[src/rtl/dmem_arbiter.sv]
// dmem_arbiter: shares one synchronous-read data RAM port between core and host.
// Define DMEM_ARB_HOST_LOCK_EN to let host_lock hold off core grants.
module dmem_arbiter #(
    parameter int AW = 8,
    parameter int DW = 8
) (
    input  logic          clk,
    input  logic          rst,
    input  logic          core_req,
    input  logic          core_we,
    input  logic [AW-1:0] core_addr,
    input  logic [DW-1:0] core_wdata,
    output logic [DW-1:0] core_rdata,
    output logic          core_ack,
    output logic          core_stall,
    input  logic          host_req,
    input  logic          host_we,
    input  logic [AW-1:0] host_addr,
    input  logic [DW-1:0] host_wdata,
    output logic [DW-1:0] host_rdata,
    output logic          host_ack,
    input  logic          host_lock,
    output logic          mem_en,
    output logic          mem_we,
    output logic [AW-1:0] mem_addr,
    output logic [DW-1:0] mem_wdata,
    input  logic [DW-1:0] mem_rdata
);

    typedef enum logic [1:0] {
        IDLE,
        ISSUE,
        RESP
    } state_t;

    state_t        state;
    logic          last_host;
    logic          gnt_host;
    logic          op_we;
    logic          hold_rot;
    logic [DW-1:0] core_rdata_q;
    logic [DW-1:0] host_rdata_q;

    logic lock;
`ifdef DMEM_ARB_HOST_LOCK_EN
    assign lock = host_lock;
`else
    logic unused_lock;
    assign unused_lock = host_lock;
    assign lock = 1'b0;
`endif

    logic pick_core;
    logic pick_host;

    // Tie goes to whichever port did not win the previous grant.
    always_comb begin
        pick_core = 1'b0;
        pick_host = 1'b0;
        if (lock) begin
            pick_host = host_req;
        end else if (core_req && host_req) begin
            pick_core = last_host;
            pick_host = ~last_host;
        end else begin
            pick_core = core_req;
            pick_host = host_req;
        end
    end

    logic          sel_we;
    logic [AW-1:0] sel_addr;
    logic [DW-1:0] sel_wdata;

    assign sel_we    = pick_host ? host_we    : core_we;
    assign sel_addr  = pick_host ? host_addr  : core_addr;
    assign sel_wdata = pick_host ? host_wdata : core_wdata;

    // RAM data arrives during the ack cycle, so reads bypass the holding register.
    assign core_rdata = (core_ack && !op_we) ? mem_rdata : core_rdata_q;
    assign host_rdata = (host_ack && !op_we) ? mem_rdata : host_rdata_q;
    assign core_stall = core_req & ~core_ack;

    always_ff @(posedge clk) begin
        if (rst) begin
            state        <= IDLE;
            last_host    <= 1'b1;
            gnt_host     <= 1'b0;
            op_we        <= 1'b0;
            hold_rot     <= 1'b0;
            core_rdata_q <= '0;
            host_rdata_q <= '0;
            core_ack     <= 1'b0;
            host_ack     <= 1'b0;
            mem_en       <= 1'b0;
            mem_we       <= 1'b0;
            mem_addr     <= '0;
            mem_wdata    <= '0;
        end else begin
            core_ack  <= 1'b0;
            host_ack  <= 1'b0;
            mem_en    <= 1'b0;
            mem_we    <= 1'b0;
            mem_addr  <= '0;
            mem_wdata <= '0;
            unique case (state)
                IDLE: begin
                    if (pick_core || pick_host) begin
                        state     <= ISSUE;
                        gnt_host  <= pick_host;
                        hold_rot  <= lock;
                        op_we     <= sel_we;
                        mem_en    <= 1'b1;
                        mem_we    <= sel_we;
                        mem_addr  <= sel_addr;
                        mem_wdata <= sel_wdata;
                    end
                end
                ISSUE: begin
                    state    <= RESP;
                    core_ack <= ~gnt_host;
                    host_ack <= gnt_host;
                end
                RESP: begin
                    state        <= IDLE;
                    core_rdata_q <= core_rdata;
                    host_rdata_q <= host_rdata;
                    if (!hold_rot) begin
                        last_host <= gnt_host;
                    end
                end
                default: state <= IDLE;
            endcase
        end
    end

endmodule
[config.mk]
export PLATFORM = sky130hd
export DESIGN_NAME = dmem_arbiter
export DESIGN_NICKNAME = d
export VERILOG_FILES = /design/src/rtl/dmem_arbiter.sv
export SDC_FILE = /design/constraint.sdc
export NUM_CORES = 1
export LEC_CHECK = 0
export CORE_MARGIN = 3
export CORE_UTILIZATION = 35
export DETAILED_ROUTE_END_ITERATION = 10
export PLACE_DENSITY = 0.8
export SETUP_SLACK_MARGIN = 0.15
export SYNTH_ARGS = -nofsm -noshare
export SYNTH_HDL_FRONTEND = slang
export SYNTH_SLANG_ARGS = --single-unit
[constraint.sdc]
create_clock -name clk -period 1.95 [get_ports clk]
set_input_delay 0.39 -clock clk [delete_from_list [all_inputs] [get_ports clk]]
set_output_delay 0.39 -clock clk [all_outputs]
set_load 0.01 [all_outputs]
==> impl_results.md <==
* Final count of hold timing violations at 0
* Commonest register cell after synthesis: dfxtp_1
* Post-synth EDFFs at 0
* Met3 wire length at 147 um
* Internal power at between 1 and 1.5 mW
* Lkg Pwr at 1.21 nW
* NetSw at approximately 0.42 mW
* Placement Rows at 24
* Syn nets at 224
* Initial Util at 0.380
* Drt drc at 0
* Final #Nets at ~330
* RSZ-0062 raised after global routing: true
* Core ar. at ~4600 um2
* Initial antenna violation count at 0
* Max Freq at around 0.54 GHz
* N_diodes at 0
* DRT Wirelength at ~4.8 mm
* Commonest cells after routing, fill and taps aside: clkdlybuf4s50_1 (65), dfxtp_1 (38), nand2_1 (32)
* VDD IR max at 0.000447 V
* Final period utilization at 0.944
* Root Buffer: clkbuf_8
* Detailed placement HPWL at approximately 3.3 mm
* Period minus WS final at 1840 ps
* Flop pwr share at 0.499
* CTS Buf Count at 5
* First-pass GRT wire length at a little under 8 mm
* Synth Warn # at 0
* Vias in the first global route at approximately 1.6k
* Insertion delay to the later sink of the worst-skew pair at ~290 ps
* Worst Path Required at about 1600 ps
* Largest net degree at the start of global routing at 21
* Async SR Flop Fraction at 0
* DR WL/cell at approximately 14 um
* Rel. slew slack at 0.786
* Routability cong. at between 0.7 and 0.8
* CP max FO at 5
* Share of cells above drive strength 1 at 0.307
* Pwr/cell area at between 600 and 700 nW/um2
* Setup CP Type: reg2out
* Max-cap violations at 0
* Via density at between 4 and 5
* Setup TNS at 0 ps
* Grt total ovfl at 0
* Clock share of power at 0.305
* Worst setup SP type: register
* Worst hold-check path type: reg2reg
* I/O Buffers at between 80 and 90
* CTS hold repair buffers at 0
* CTS tree: yes
* Boundary pin count at 84
* Switching share of power at 0.234
* Routed wl met2 at about 2.5 mm
* Top sig layer: met4
* Clk sinks at between 40 and 50
* Met1 wire length at around 2.1 mm
* Post-Place Setup Slack at -64.3 ps
* Worst setup margin at between 100 and 150 ps
* Setup violators final at 0
* Bufs on Longest Clock Path at 2
* Mapped Cells at approximately 180
* Slew at the pin closest to its max-slew limit at 321 ps
* Die W at 76.4 um
* CTS clk-pin slew, worst paths at ~70 ps
* #FFs+latches synth at about 40
* Dpl cells at 326
* Finished Core Util at 0.648
* Synth area leader: dfxtp_1
* Die H at 76.4 um
* Synth area leaders: dfxtp_1 (47%), mux2_2 (10%), mux2i_1 (9.8%)
* Post-Syn Area at between 1500 and 2000 um2
* Vias at roughly 1.5k
* Area Overhead vs Synth at 70.6%
* First-pass DRT Iterations at 4
* Fillcell total at approximately 400
* Clock Skew at 2.54 ps
* Post-route ant nets at 0
* DRT iter0 DRCs at 83
* Final std cells w/o fill at between 300 and 400
* Top-area cell type share of the netlist area at 0.473
* Syn Area/Cell at slightly below 10 um2
* H-tree levels at 2
* Die Area at a little under 6000 um2
* Fin. max-slew vios at 0
* CP Data Arrival Time at between 1000 and 1500 ps
* Outcome: completed
* CP Capture Type: output port
* Comb power frac at 0.196
* GRT Total Usage at 0.169
* Most common cell after layout, fill and taps aside: clkdlybuf4s50_1
* Sequential fraction of the synthesis area at 0.473
* Distinct cells, synth at 27
[cell type report]
| class | count | area, um2 | share of cell area |
|---|---|---|---|
| tap | 65 | 81.3 | 0.0275 |
| clock buffer | 7 | 86.3 | 0.0292 |
| sequential | 41 | 827 | 0.279 |
| timing repair buffer | 109 | 1070 | 0.362 |
| inverter | 3 | 11.3 | 0.00381 |
| multi-input combinational | 120 | 881 | 0.298 |
[kinds of logic (layout without fill, tap and decap cells)]
kind of cell | Yosys count | in the layout | synth area share
compound gates | 23 | 23 | 0.0938
buf+inv | 16 | 119 | 0.0592
flops | 41 | 41 | 0.473
mux | 33 | 33 | 0.202
simple gates | 64 | 64 | 0.172
[Yosys cell counts, types with 2 or more instances]
cell type  count
mux2i_1       17
nor2b_1        5
buf_6          3
mux2_2        16
nand2_1       32
inv_1          3
a21oi_1       10
nor2_1        18
clkbuf_1       6
dfxtp_1       41
buf_2          3
and4bb_2       2
a21oi_2        7
[state kept, by name (all words and copies together) (netlist names)]
register      flops
core_rdata_q      8
mem_wdata         8
last_host         1
state             2
mem_addr          8
gnt_host          1
core_ack          1
mem_we            1
op_we             1
host_rdata_q      8
mem_en            1
host_ack          1
[stage by stage]
| stage | area [um2] | hold WS (ps) | total power, mW |
|---|---|---|---|
| floorplan | 1730 | 428 | 1.04 |
| global placement | 2660 | 461 | 1.23 |
| detailed placement | 2660 | 464 | 1.23 |
| CTS | 2880 | 475 | 1.79 |
| global route | 2960 | 522 | 1.86 |
| finish | 2960 | 480 | 1.79 |
[final timing paths]
kind / from / end / slack (ps) / cells past startpoint
max: op_we / core_rdata[7] / 110 / 5
min: gnt_host / core_ack / 480 / 1
max reg2reg: host_ack / host_rdata_q[3] / 590 / 5
min reg2reg: gnt_host / core_ack / 480 / 1
[layer usage]
metal / vias up / global-route usage
met3: 6 / 0.0319
met1: 718 / 0.207
met2: 32 / 0.288
li1: 793 / -
met5: - / 0
met4: 0 / 0.0707
[what timing repair did]
action                     in CTS  in global routing
resized for setup              95                 17
setup endpoints to repair      17                 16
buffers inserted               11                  1
cloned                          0                  0
[power groups by stage]
stage,logic (mW),registers [mW],clock network (mW)
finish,0.350,0.893,0.545
global route,0.375,0.897,0.591
CTS,0.341,0.891,0.560
detailed placement,0.325,0.909,0
global placement,0.321,0.908,0
floorplan,0.128,0.917,0
[critical path, stage by stage (launching register included)]
cell     delay (ps)
dfxtp_4         370
nor2b_2         120
buf_6           130
buf_6           120
mux2_4          310
buf_6           120
Power figures use the tool's default switching activity.
==> RTL change 1 (config.mk and constraints unchanged) <==
The parameter `DW` goes from 8 to 10.
--- a/src/rtl/dmem_arbiter.sv
+++ b/src/rtl/dmem_arbiter.sv
@@ -2,7 +2,7 @@
 // Define DMEM_ARB_HOST_LOCK_EN to let host_lock hold off core grants.
 module dmem_arbiter #(
     parameter int AW = 8,
-    parameter int DW = 8
+    parameter int DW = 10
 ) (
     input  logic          clk,
     input  logic          rst,
Ports: changed (6 resized); port bits go from 84 to 96. No check against the original RTL was run, so the function may have changed too.
==> RTL change 1 against the original RTL <==
  * Die area is 14% higher
  * Sequential cell count is 6 higher
  * Critical path depth stayed put
  * Critical endpoint is now host_rdata[9]
  * Via count is 24% higher
  * Total power is 21% higher
  * Setup slack worse by 0.051 ns
  * Synthesized cell count is 28% higher
  * Routed wire length is 22% higher
  * Maximum frequency is 2.7% lower
  * Design area is 15% higher
  * First-iteration DRC count is 13% higher
  * Area after synthesis is 16% higher
==> RTL change 1: results (changes against the original RTL) <==
[yosys]
synth.net_count = 279  ; +25%
synth_cells = 226  ; +28%
synth_cell_types = 25  ; -7.4%
muxShareOfSynthArea_pct = 11.7  ; -8.5 points
yosysSeqAreaShare_pct = 47.0  ; -0.36 points
synth_compound_gate_area_share_pct = 15.6  ; +6.2 points
synth_top_cells_by_area = dfxtp_1 (47%), nand2_1 (14%), mux2_2 (11%)
ys_top_cells_by_count = nand2_1 (76), dfxtp_1 (47), a21oi_1 (22)

[timing]
holdWs_ns = 0.461  ; -0.0192 ns
worst_pin_slew_ns = 0.523  ; +0.202 ns
clock_skew_ns = 0.00675  ; +0.00420 ns

[place]
gp_congestion = 0.733  ; -0.85%
dpl_cell_area_sq_um = 3080  ; +16%
portBuffers = 94  ; +15%
dp_hpwl_mm = 3.99  ; +20%
placedCellCount = 393  ; +21%

[global_route]
grt_max_degree = 25  ; +19%
use_met1_pct = 20.7  ; about the same
use_met3_pct = 4.06  ; +0.87 points
grtUsageMet2_pct = 33.8  ; +5.0 points

[layout]
drive_gt1_share_pct = 29.5  ; -1.2 points
fill_cells = 439  ; +11%
area_growth_pct = 70.2
multi_input_area_sq_um = 1040  ; +18%
multi_input_gates = 160  ; +33%
seq-cell-share_pct = 27.8  ; -0.17 points
clk_share_pct = 3.45  ; +0.53 points
clock_buffers = 6  ; -1
buffer_area_share_pct = 35.4  ; -0.86 points

[route]
routedLengthMet1_mm = 2.32  ; +11%
drt_iter0_markers = 94  ; +13%
routed_wl_mm = 5.90  ; +22%
vias = 1922  ; +24%
vias_per_cell = 4.70  ; +4.7%

[floorplanning]
die_x_um = 81.7  ; +6.9%

[critical_path]
reg2reg_depth = 2  ; -3
timing.rr.end = mem_addr[7]
worstPathArrival_ns = 1.50  ; +0.05 ns

[power_and_ir_drop]
p_sw_uw = 513  ; +23%
leakagePower_uw = 0.00135  ; +12%
clockPowerShare_pct = 34.3  ; +3.8 points
powerClk_uw = 743  ; +36%
power_frac_seq_pct = 47.1  ; -2.8 points

[hold_path]
hold-path-cell-count = 2  ; +1
holdPathEnd = core_rdata_q[9]
hold_start = core_rdata_q[9]

[run_status]
outcome = finished clean

[clocking]
post_cts_buffers = 4  ; -7
cts_sinks = 47  ; +15%

==> RTL change 1: cell types whose count changed in the layout (fill, tap and decap cells not counted), moves of 3 or more <==
cell,change
a21oi_1,+12
a21oi_2,+10
buf_6,+3
clkdlybuf4s50_1,+8
dfxtp_1,+6
mux2_2,+3
mux2i_1,-16
nand2_1,+44
nor2_1,-15
==> RTL change 1: worst max-delay path by stage <==
stage            startpoint             to  slack (ns)  depth (start not counted)
4_1_cts               op_we  host_rdata[7]        0.04                          5
3_3_place_gp   mem_rdata[0]  core_rdata[0]       -0.09                          3
6_report              op_we  host_rdata[9]        0.06                          5
2_1_floorplan      core_ack  core_rdata[0]        0.45                          3
3_5_place_dp   mem_rdata[0]  host_rdata[0]        -0.1                          3
5_1_grt               op_we  host_rdata[9]        0.01                          5
==> RTL change 1: worst register-to-register path, stage by stage (launching register included) <==
cell     delay [ns]
dfxtp_1        0.42
or4_4          0.76
a21oi_2        0.19
==> RTL change 2 (config.mk and constraints unchanged) <==
Without the edit above. Encoding of `state_t`: now one-hot (3 bits for 3 states).
--- a/src/rtl/dmem_arbiter.sv
+++ b/src/rtl/dmem_arbiter.sv
@@ -27,10 +27,10 @@
     input  logic [DW-1:0] mem_rdata
 );
 
-    typedef enum logic [1:0] {
-        IDLE,
-        ISSUE,
-        RESP
+    typedef enum logic [2:0] {
+        IDLE  = 3'b001,
+        ISSUE = 3'b010,
+        RESP  = 3'b100
     } state_t;
 
     state_t        state;
Formal check against the unedited RTL: same outputs for any inputs over 10 cycles, from zero or initial values and one cycle with rst high; not proved beyond that.
==> RTL change 2 against the original RTL <==
  * Die area up 3.3%
  * Largest cell class unchanged
  * Area after synthesis increased by 3.5%
  * Routed wire length is 3.2% higher
  * Sequential share of layout area rose by 1.0 points
  * Highest routed layer unchanged
  * Via count up 23%
  * Setup slack improved by 0.081 ns
  * Design area fell by 0.55%
  * Critical path depth is the same
  * Total power grew 8.4%
  * Sequential cell count increased by 1
  * Clock power increased by 27%
==> RTL change 2: results (changes against the original RTL) <==
[layout]
diodes = 0  ; unchanged
drive_gt1_share_pct = 18.1  ; -13 points
nets = 379  ; +16%
area_growth_pct = 63.9
fill_cells = 429  ; +8.1%

[global_route]
grt_pass1_vias = 1770  ; +14%
grt_pass1_wl_mm = 7.85  ; unchanged
grt_max_degree = 21  ; unchanged
antenna_found_initial = 0  ; unchanged
grt_usage_pct = 16.5  ; -0.43 points

[hold_path]
min_path_type = flip-flop to flip-flop
hold-path-cell-count = 1  ; unchanged
hold_start = gnt_host
holdPathEnd = core_ack

[route]
first_pass_iters = 4  ; unchanged
vias = 1899  ; +23%
drt_iter0_markers = 117  ; +41%
wl_per_cell_um = 12.5  ; -11%

[place]
portBuffers = 82  ; unchanged
dp_hpwl_mm = 3.66  ; +10%
gp_congestion = 0.795  ; +7.5%
post-place-ws_ns = -0.0776  ; -0.0132 ns

[clocking]
cts_max_level = 2  ; unchanged
clk_pin_slew_worst_paths_ns = 0.08
cts_buffer_depth = 2  ; unchanged
insertion_delay_ns = 0.29  ; about the same
cts_made_buffers = 5  ; unchanged
cts_root_buf = clkbuf_8

[yosys]
synth_top_cells_by_area = dfxtp_1 (47%), nand2_1 (17%), a21oi_1 (7.0%)
yosysSeqAreaShare_pct = 46.8  ; -0.50 points
async_flop_share_pct = 0  ; unchanged
synth.net_count = 279  ; +25%
ys_warn_count = 0  ; unchanged
ys_top_cells_by_count = nand2_1 (82), dfxtp_1 (42), a21oi_1 (25)
synth_cell_types = 32  ; +19%

[timing]
slew_headroom_pct = 56.9  ; -22 points
clock_skew_ns = 0.00621  ; +0.00367 ns

[critical_path]
reg2reg_depth = 3  ; -2
worstPathArrival_ns = 1.37  ; -0.08 ns
timing.rr.end = core_rdata_q[7]
timing.rr.start = state[2]
path_max_fanout = 7  ; +2
reg2reg_slack_ns = 0.43  ; -0.16 ns

[run_status]
outcome = finished clean

[power_and_ir_drop]
leakagePower_uw = 0.00126  ; +4.4%
ir_drop_mv = 0.360  ; -19%

RTL change 2: changes by cell type after synthesis, moves of 3 or more:
cell,change
nand3_1,+16
clkbuf_1,+3
a21oi_1,+15
mux2i_1,-16
o21ai_0,+16
nor2_1,-16
mux2_2,-16
nand2_1,+50
RTL change 2: power by group:
part           switching (uW)  internal [uW]
logic                     132            198
registers                22.0            895
clock network             283            409
RTL change 2: worst max-delay path by stage:
stage                     cells past startpoint       endpoint  slack (ns)          from
after floorplan                               5  core_rdata[0]        0.37      core_ack
after global placement                        4  host_rdata[6]       -0.06  mem_rdata[6]
after detailed placement                      4  host_rdata[2]       -0.08  mem_rdata[2]
after CTS                                     5  host_rdata[6]        0.15         op_we
after global routing                          5  host_rdata[1]        0.15         op_we
final                                         5  host_rdata[6]        0.19         op_we
RTL change 2: metal layers:
layer | wire, um | vias to the layer above | global-route usage [%]
li1 | - | 967 | -
met1 | 1910 | 831 | 16.7
met2 | 2350 | 90 | 28.6
met3 | 642 | 11 | 9.16
met4 | 104 | 0 | 4.98
met5 | 0 | - | 0
RTL change 2: timing repair:
action                     CTS  global route
hold buffers                 0             0
hold endpoints to repair     0             0
buffers inserted             5             3
pin swaps                    0             0
setup endpoints to repair   17            10
gates resized for setup     36             8
RTL change 2: kinds of logic after synthesis:
group | after synthesis | share of synthesized area (%)
mux | 1 | 0.558
compound gates | 54 | 17.9
buf+inv | 19 | 5.92
flops | 42 | 46.8
simple gates | 116 | 28.8
RTL change 2: cell type report:
type | count | area (sq um) | area share (%)
tap | 67 | 83.8 | 2.85
timing repair buffer | 109 | 1010 | 34.3
sequential | 42 | 852 | 29.0
multi-input combinational | 171 | 873 | 29.7
clock inverter | 1 | 30.0 | 1.02
inverter | 3 | 11.3 | 0.383
clock buffer | 6 | 82.6 | 2.81
RTL change 2: worst max-delay path, cell delays in order (launching register included):
cell           delay, ns
dfxtp_4             0.37
nand2b_4            0.15
buf_4               0.16
nand2_1             0.07
nand2_1             0.05
dlygate4sd2_1       0.28
RTL change 2: through the flow:
stage	util (%)	std cells	area (sq um)	hold WS, ns
after detailed placement	56.9	384	2760	0.461
final	60.7	399	2940	0.456
after floorplan	-	232	1800	0.427
after global placement	56.9	384	2760	0.447
after CTS	60.3	396	2920	0.461
after global routing	60.7	399	2940	0.495
